`config.mk`:
```
export PLATFORM = sky130hd
export DESIGN_NAME = arp_reply_ctrl
export DESIGN_NICKNAME = d
export VERILOG_FILES = /design/src/rtl/arp_pkg.sv /design/src/rtl/arp_req_fifo.sv /design/src/rtl/arp_reply_ctrl.sv
export SDC_FILE = /design/constraint.sdc
export NUM_CORES = 1
export LEC_CHECK = 0
export CORE_ASPECT_RATIO = 0.9
export CORE_MARGIN = 5
export CORE_UTILIZATION = 50
export DETAILED_ROUTE_END_ITERATION = 6
export GPL_TIMING_DRIVEN = 0
export PLACE_DENSITY_LB_ADDON = 0.15
export SLEW_MARGIN = 20
export SYNTH_ARGS = -nofsm -noshare
export SYNTH_HDL_FRONTEND = slang
export SYNTH_SLANG_ARGS = --single-unit
```
`constraint.sdc`:
```
create_clock -name clk -period 3.6 [get_ports clk]
set_input_delay 0.36 -clock clk [delete_from_list [all_inputs] [get_ports clk]]
set_output_delay 0.36 -clock clk [all_outputs]
set_load 0.01 [all_outputs]
```
`src/rtl/arp_pkg.sv`:
```
// ARP reply path shared definitions.
// Protocol constants, queue entry layout and reply FSM states.
package arp_pkg;

    localparam logic [15:0] ARP_HTYPE_ETH  = 16'h0001;
    localparam logic [15:0] ARP_PTYPE_IPV4 = 16'h0800;
    localparam logic [15:0] ETH_TYPE_ARP   = 16'h0806;
    localparam logic [15:0] ARP_OP_REQ     = 16'd1;
    localparam logic [15:0] ARP_OP_REPLY   = 16'd2;
    localparam logic [7:0]  ARP_HLEN       = 8'd6;
    localparam logic [7:0]  ARP_PLEN       = 8'd4;
    localparam int          ARP_WORDS      = 7;
    localparam logic [2:0]  ARP_LAST       = 3'(ARP_WORDS - 1);

    typedef enum logic [1:0] {
        ST_IDLE,
        ST_REQ,
        ST_SEND,
        ST_GAP
    } arp_state_t;

    typedef struct packed {
        logic [47:0] mac;
        logic [31:0] ip;
    } arp_entry_t;

endpackage

```
`src/rtl/arp_req_fifo.sv`:
```
// Pending ARP request queue.
// A full queue still accepts a push when the head is popped in the same cycle.
module arp_req_fifo
    import arp_pkg::*;
#(
    parameter int DEPTH = 4
) (
    input  logic       clk,
    input  logic       rst_n,
    input  logic       push,
    input  arp_entry_t din,
    input  logic       pop,
    output arp_entry_t dout,
    output logic [4:0] count,
    output logic       full,
    output logic       empty
);

    localparam int AW = (DEPTH > 1) ? $clog2(DEPTH) : 1;

    arp_entry_t    mem [DEPTH];
    logic [AW-1:0] wr_ptr;
    logic [AW-1:0] rd_ptr;
    logic          wr;
    logic          rd;

    assign full  = (count == 5'(DEPTH));
    assign empty = (count == 5'd0);
    assign rd    = pop && !empty;
    assign wr    = push && (!full || rd);
    assign dout  = mem[rd_ptr];

    // Storage array, written on every accepted push.
    always_ff @(posedge clk) begin
        if (wr) begin
            mem[wr_ptr] <= din;
        end
    end

    // Pointers wrap naturally because DEPTH is a power of two.
    always_ff @(posedge clk or negedge rst_n) begin
        if (!rst_n) begin
            wr_ptr <= '0;
            rd_ptr <= '0;
            count  <= 5'd0;
        end else begin
            if (wr) begin
                wr_ptr <= wr_ptr + 1'b1;
            end
            if (rd) begin
                rd_ptr <= rd_ptr + 1'b1;
            end
            if (wr && !rd) begin
                count <= count + 5'd1;
            end else if (rd && !wr) begin
                count <= count - 5'd1;
            end
        end
    end

endmodule

```
`src/rtl/arp_reply_ctrl.sv`:
```
// ARP reply controller: queues requests, arbitrates for TX, streams replies.
// Reply words are muxed from shadow registers captured when a request is popped.
module arp_reply_ctrl
    import arp_pkg::*;
#(
    parameter int DEPTH   = 4,
    parameter int GAP_CYC = 2
) (
    input  logic        clk,
    input  logic        rst_n,
    input  logic [47:0] dev_mac_addr_i,
    input  logic [31:0] dev_ip_addr_i,
    input  logic        arp_vld_i,
    input  logic [47:0] sender_haddr_i,
    input  logic [31:0] sender_paddr_i,
    output logic        tx_req_o,
    input  logic        tx_gnt_i,
    input  logic        tx_rdy_i,
    output logic        tx_op_o,
    output logic        tx_op_st_o,
    output logic        tx_op_end_o,
    output logic [31:0] tx_data_o,
    output logic [47:0] tx_dest_addr_o,
    output logic [15:0] tx_prot_type_o,
    output logic [4:0]  pend_cnt_o,
    output logic        drop_o
);

    arp_state_t  state;
    logic [2:0]  word_cnt;
    logic [3:0]  gap_cnt;
    logic [47:0] tgt_mac;
    logic [31:0] tgt_ip;
    logic [47:0] own_mac;
    logic [31:0] own_ip;
    arp_entry_t  head;
    arp_entry_t  req_in;
    logic        q_full;
    logic        q_empty;
    logic        pop;

    assign req_in = '{mac: sender_haddr_i, ip: sender_paddr_i};
    assign pop    = (state == ST_IDLE) && !q_empty;
    assign drop_o = arp_vld_i && q_full && !pop;

    arp_req_fifo #(
        .DEPTH (DEPTH)
    ) u_fifo (
        .clk   (clk),
        .rst_n (rst_n),
        .push  (arp_vld_i),
        .din   (req_in),
        .pop   (pop),
        .dout  (head),
        .count (pend_cnt_o),
        .full  (q_full),
        .empty (q_empty)
    );

    assign tx_op_st_o     = tx_op_o && (word_cnt == 3'd0);
    assign tx_op_end_o    = tx_op_o && (word_cnt == ARP_LAST);
    assign tx_dest_addr_o = tgt_mac;
    assign tx_prot_type_o = ETH_TYPE_ARP;

    // Reply sequencer: pop, request TX, stream words, then hold off.
    always_ff @(posedge clk or negedge rst_n) begin
        if (!rst_n) begin
            state    <= ST_IDLE;
            word_cnt <= 3'd0;
            gap_cnt  <= 4'd0;
            tgt_mac  <= '0;
            tgt_ip   <= '0;
            own_mac  <= '0;
            own_ip   <= '0;
            tx_req_o <= 1'b0;
            tx_op_o  <= 1'b0;
        end else begin
            unique case (state)
                ST_IDLE: begin
                    if (!q_empty) begin
                        tgt_mac  <= head.mac;
                        tgt_ip   <= head.ip;
                        own_mac  <= dev_mac_addr_i;
                        own_ip   <= dev_ip_addr_i;
                        tx_req_o <= 1'b1;
                        state    <= ST_REQ;
                    end
                end
                ST_REQ: begin
                    if (tx_gnt_i) begin
                        word_cnt <= 3'd0;
                        tx_op_o  <= 1'b1;
                        state    <= ST_SEND;
                    end
                end
                ST_SEND: begin
                    if (tx_rdy_i) begin
                        if (word_cnt == ARP_LAST) begin
                            word_cnt <= 3'd0;
                            gap_cnt  <= 4'd0;
                            tx_req_o <= 1'b0;
                            tx_op_o  <= 1'b0;
                            state    <= ST_GAP;
                        end else begin
                            word_cnt <= word_cnt + 3'd1;
                        end
                    end
                end
                ST_GAP: begin
                    if (gap_cnt == 4'(GAP_CYC)) begin
                        state <= ST_IDLE;
                    end else begin
                        gap_cnt <= gap_cnt + 4'd1;
                    end
                end
                default: state <= ST_IDLE;
            endcase
        end
    end

    // Payload word select; quiet outside the streaming state.
    always_comb begin
        tx_data_o = 32'd0;
        if (state == ST_SEND) begin
            case (word_cnt)
                3'd0: tx_data_o = {ARP_HTYPE_ETH, ARP_PTYPE_IPV4};
                3'd1: tx_data_o = {ARP_HLEN, ARP_PLEN, ARP_OP_REPLY};
                3'd2: tx_data_o = own_mac[47:16];
                3'd3: tx_data_o = {own_mac[15:0], own_ip[31:16]};
                3'd4: tx_data_o = {own_ip[15:0], tgt_mac[47:32]};
                3'd5: tx_data_o = tgt_mac[31:0];
                3'd6: tx_data_o = tgt_ip;
                default: tx_data_o = 32'd0;
            endcase
        end
    end

endmodule

```
======== Word-level counts from Yosys, hierarchy flattened ========
Memories as Yosys holds them, arrays and structs flattened. A register that Yosys moved wholly into a read port is not among the register bits.
Index checks and enable logic that the tools add are counted.
storage, ports and cells
  flip-flop bits (word level) ............. 100
  bits of input ports ..................... 165
  output and inout port bits .............. 106
  memory bits (writable) .................. 320
  memories ................................ 1
  logic and storage cells ................. 90
memories
  name        depth  width  rd ports  clocked after memory_dff  wr ports  RTL line            source
  u_fifo.mem  4      80     1         1                         1         arp_req_fifo.sv:21  arp_entry_t mem [DEPTH];
cells by class
  bitwise operators ....................... 1
  $add $sub $neg .......................... 6
  multiplexer cells ....................... 26
  reductions and logical operators ........ 29
  equal/unequal tests ..................... 17
operators by type and width
  kind                                               number
  one-hot mux 32 bit (7 select lines)                1
  two-way mux 32 bit                                 1
  two-way mux 4 bit                                  3
  inequality test 2 bit (second input constant)      6
  AND reduction 4 bit                                3
  two-way mux 2 bit                                  5
  two-way mux 5 bit                                  2
  == test 3 bit (second input constant)              3
  logical AND 1 bit                                  9
  two-way mux 3 bit                                  3
  one-hot mux 2 bit (4 select lines)                 1
  one-hot mux 4 bit (2 select lines)                 1
  nonzero test 2 bit                                 4
  == test 3 x 2 -> 1 bit (second input constant)     2
  logical NOT 1 bit                                  6
  two-way mux 1 bit                                  6
  one-hot mux 3 bit (2 select lines)                 1
  adder 5 x 1 -> 5 bit (second input constant)       1
  == test 5 x 3 -> 1 bit (second input constant)     1
  logical NOT 5 bit                                  1
  AND reduction 5 bit                                1
  subtractor 5 x 1 -> 5 bit (second input constant)  1
  adder 2 x 1 -> 2 bit (second input constant)       2
  adder 4 x 1 -> 4 bit (second input constant)       1
  12 further kinds                                   14

======== Longest topological paths before layout ========
  word-level depth ........................ 10
  depth in mapped cells ................... 13
  gate-level depth less buffers ........... 11

======== Modules after synthesis ========
Synthesis repeated with hierarchy kept, for this count alone.
second synthesis, totals
  cell total of the unflattened synthesis .. 1113
  area total of the unflattened synthesis .. 20468.4 µm²
modules (own cells, without submodules)
  module          sequential area each (µm²)  cells an instance  area each (µm²)  times used
  arp_req_fifo    9834.4                      477                12134.1          1
  arp_reply_ctrl  4279.1                      636                8334.2           1

======== Worst setup path before layout ========
Ideal clock, no wire load.
  path kind ............................... register -> register
  from .................................... register state[0]
  to ...................................... memory u_fifo.mem[0][0] (netlist bit), enable pin
  stages on the path, launching flop included .. 5
  setup time .............................. 0.447 ns
  slack ................................... 0.310 ns
  arrival time ............................ 2.843 ns
  path buffers ............................ 0
  period minus slack after synthesis ...... 3.290 ns
  required time ........................... 3.153 ns
  cells stage by stage .................... dfrtp_1 -> inv_1 -> ha_1 -> o31a_1 -> and2_1
between the ends
  longest elaborated chain between the ends .. 7
RTL lines
  item                                     RTL line              source
  from (decl)                              arp_reply_ctrl.sv:29  arp_state_t state;
  from (signal assigned)                   arp_reply_ctrl.sv:68  state <= ST_IDLE;
  from (signal assigned)                   arp_reply_ctrl.sv:86  state <= ST_REQ;
  from (signal assigned)                   arp_reply_ctrl.sv:93  state <= ST_SEND;
  logical NOT 2 bit                        arp_reply_ctrl.sv:43  assign pop = (state == ST_IDLE) && !q_empty;
  logical AND 1 bit                        arp_reply_ctrl.sv:43
  logical AND 1 bit                        arp_req_fifo.sv:29    assign rd = pop && !empty;
  logical OR 1 bit                         arp_req_fifo.sv:30    assign wr = push && (!full || rd);
  logical AND 1 bit                        arp_req_fifo.sv:30
  named net u_fifo.wr                      arp_req_fifo.sv:24    logic wr;
  two-way mux 1 bit                        arp_req_fifo.sv:35    if (wr) begin
  two-way mux 1 bit (implied by the code)  arp_req_fifo.sv:36    mem[wr_ptr] <= din;
  to (decl)                                arp_req_fifo.sv:21
The timed path passes the listed nets, and every way through them passes these cells.

======== Final worst setup path ========
  from .................................... register word_cnt[1]
  to ...................................... output tx_data_o[4]
between the ends
  longest elaborated chain between the ends .. 3
  elaborated cells between the ends (all ways) .. 9
  classes of those cells .................. eq/ne: 6; mux: 2; reduce/logical: 1
RTL lines
  item                                         RTL line               source
  from (decl)                                  arp_reply_ctrl.sv:30   logic [2:0] word_cnt;
  from (signal assigned)                       arp_reply_ctrl.sv:105  word_cnt <= word_cnt + 3'd1;
  == test 3 bit, or another cell as far along  arp_reply_ctrl.sv:125  case (word_cnt)
  one-hot mux 32 bit (7 select lines) *        arp_reply_ctrl.sv:125
  two-way mux 32 bit *                         arp_reply_ctrl.sv:124  if (state == ST_SEND) begin
  to (decl)                                    arp_reply_ctrl.sv:22   output logic [31:0] tx_data_o,
Mark *: on every way between the ends. The rest lies on a longest branch, timed or not.

==> results.md <==
- Antenna-violating nets left: 0
- Die area: 0.04428 mm2
- Root Buffer: clkbuf_16
- Yosys warns: 0
- #FFs+latches synth: 500
- Yosys top cell area share: 47.84%
- Status: finished clean
- Vias in the first global route: 12,450
- Post-CTS Setup Inserts: 0
- Via count: 12,120
- Synth area leader: edfxtp_1
- GRT busiest layer: met2
- Global-route wire length before repair: 79,190 um
- Leakage: 9.460 nW
- FFs w/ async S/R, synth: 36.00%
- PortBufs: 254
- Worst Setup End Kind: output port
- Effective utilization at floorplan: 50.68%
- Initial DRC Count: 1,061
- Initial antenna violation count: 5
- Gate Count Post-Synth: 1,273
- CTS Buf Count: 50
- Placed cell areas: 0.02353 mm2
- Peak VDD IR: 0.0004408 V
- Worst-Skew Late Latency: 0.59 ns
- Final Hold Vio Count: 0
- Clk slew on worst S/H paths: 0.06 ns
- Fin nets: 1,779
- M3 GR Usage: 4.186%
- Max-cap viol count: 0
- Die height: 200.1 um
- Critical Path RT: 3.24 ns
- Drt wl/cell: 24.53 um
- Top FF cell, synth: edfxtp_1
- Final wirelength: 53,320 um
- Core box area: 0.03963 mm2
- Via-to-Cell Ratio: 5.575
- Slew Limit Fails: 0
- RSZ-0062 raised after global routing: no
- Worst setup SP type: flip-flop
- Min Tclk post-route: 3.486 ns
- Sequential area share after synthesis: 70.27%
- Hold Path Class: in -> async
- Worst Tran Pin Value: 0.9233 ns
- Die width: 221.3 um
- CP Max Fanout: 10
- Post-synthesis cell type count: 56
- Mapped Area: 0.02008 mm2
- Setup Skew: 0.02185 ns
- Synthesized area per cell: 15.78 um2
- Max_slew headroom: 38.45%
- GP Congestion: 0.8656
- TritonCTS Sinks: 500
- Final period util: 96.83%
- Met1 Resource Use GR: 33.18%
- Grt ovf: 0
- Post-Layout Cell Count: 2,174
- Power per cell area: 869.7 mW/mm2
- Final Core Density: 63.75%
- Crit path DAT: 3.13 ns
- Clock tree buffer depth: 3
- Placed Cells: 2,079
- DRC Markers: 0
- TritonCTS clock tree: built
- Final setup viols: 0
- Tot GR Track Use: 23.78%
- DP Wirelength: 36,900 um
- Core Rows: 69
- Fin area: 0.02526 mm2
- Largest net degree at the start of global routing: 90
- FMAX: 286.9 MHz
- CTS H-Tree Depth: 2
- Share of cells above drive strength 1: 18.63%
- Area Growth Syn to Fin: 25.79%
- I/O pin total: 271
- TritonRoute pass-1 iters: 5
- Crit path kind: reg -> out
- Met2 usage in global routing: 38.23%
- Synth area leaders: edfxtp_1 48%, dfrtp_1 22%, mux4_2 9.0%, nand2_1 5.2%, mux2_2 4.7%
- EDFF count, synth: 320
## worst max-delay path, stage by stage (launching register included)
cell and delay (ns):
dfrtp_1 0.45, buf_4 0.29, nand2_1 0.13, inv_1 0.08, ha_2 0.27, clkbuf_4 0.27, a22oi_1 0.15, a21oi_1 0.30
clkdlybuf4s50_1 0.60
## metal layers
| metal | part of all wire [%] | up-vias |
|---|---|---|
| li1 | - | 5364 |
| met1 | 42 | 6232 |
| met2 | 48 | 427 |
| met3 | 6.2 | 95 |
| met4 | 3.4 | 2 |
| met5 | 0.021 | - |
## cell usage in the layout (no fill, tap or decap), types with 4 or more instances in the layout
cell and instances:
conb_1 16, and2_4 4, clkbuf_16 51, mux2_2 83, mux4_2 80, a22oi_1 26
buf_4 20, o2bb2ai_1 17, mux2i_1 33, edfxtp_1 320, clkdlybuf4s50_1 253, buf_2 14
nand3_1 6, clkbuf_1 43, clkbuf_2 4, diode_2 5, a21oi_1 50, buf_16 6
o21ai_0 9, bufinv_16 5, nand2_1 276, nor2_1 18, buf_1 9, dfrtp_1 180
clkbuf_8 10, clkinv_2 9, ha_1 15, clkinv_1 4, xnor2_1 5, inv_1 11
## final cells by class
cell class / count / area, um2
inverter: 14 / 53.80
fill: 2967 / 14360
timing repair buffer: 261 / 2723
sequential: 500 / 14110
buffer: 82 / 434.2
clock buffer: 73 / 1449
clock inverter: 19 / 221.5
antenna: 5 / 12.51
multi-input combinational: 688 / 5590
tap: 532 / 665.6
## logic make-up (layout without fill, tap and decap cells)
logic type                 after synthesis  in the layout  share of synthesized area [%]
adders and majority gates               17             17                          1.096
DFF                                    500            500                          70.27
muxes                                  197            197                          15.34
other                                    2             21                        0.03739
xor gates and xnor gates                 6              6                         0.2616
and+or+nand+nor                        328            328                          6.597
buffers and inverters                   99            449                          2.305
AOI/OAI and AO/OA                      124            124                          4.087
## what timing repair did
action | CTS | global route
hold buffers | 1 | 0
resized for setup | 21 | 2
pin swaps | 0 | 0
endpoints found under the setup margin | 33 | 21
hold endpoints to repair | 91 | 0
## through the flow
step	hold WS, ns	power, mW	TNS [ns]	setup WS (ns)
5_1_grt	0.2560	23.09	0	0.003023
3_3_place_gp	0.4545	16.62	-1593.05	-5.952
6_report	0.2407	21.97	0	0.1140
2_1_floorplan	0.06441	13.56	0	0.3099
3_5_place_dp	0.2349	16.81	-4.908	-0.3160
4_1_cts	0.2264	22.13	0	0.07689
## cells in the mapped netlist (all sizes together), types with 3 or more instances
cell     count
ha          16
inv         13
dfrtp      180
o2bb2ai     17
xnor2        5
buf         44
and2         6
nor2        20
a22oi       26
a21oi       51
edfxtp     320
mux2        84
nor3         3
nand3        6
a21o         3
mux2i       33
clkbuf      41
o21ai       10
mux4        80
nand2      276
nor2b        3
a2bb2oi      4
## sequential cells by signal, summed over array words and instances, names as in the netlist
name,count
own_ip,32
tx_dest_addr_o,48
u_fifo.count,5
word_cnt,3
u_fifo.wr_ptr,2
tx_op_o,1
gap_cnt,4
u_fifo.mem,320
own_mac,48
u_fifo.rd_ptr,2
tgt_ip,32
state,2
tx_req_o,1
## worst paths after layout
path,endpoint,cells after the start,startpoint,slack [ns]
setup reg to reg,u_fifo.count[4],11,state[0],0.31
setup / recovery,tx_data_o[4],8,word_cnt[1],0.11
max in group asynchronous,own_mac[32],3,rst_n,2.59
hold reg to reg,own_ip[8],2,own_ip[8],0.47
min in group clk,own_mac[21],3,dev_mac_addr_i[21],0.31
hold / removal,tgt_ip[4],2,rst_n,0.24
## power breakdown
group | switching (mW) | internal, mW
clock | 2.12 | 3.14
combinational | 4.11 | 3.60
sequential | 1.02 | 7.97
No activity file was read; power rests on OpenSTA's default activity.
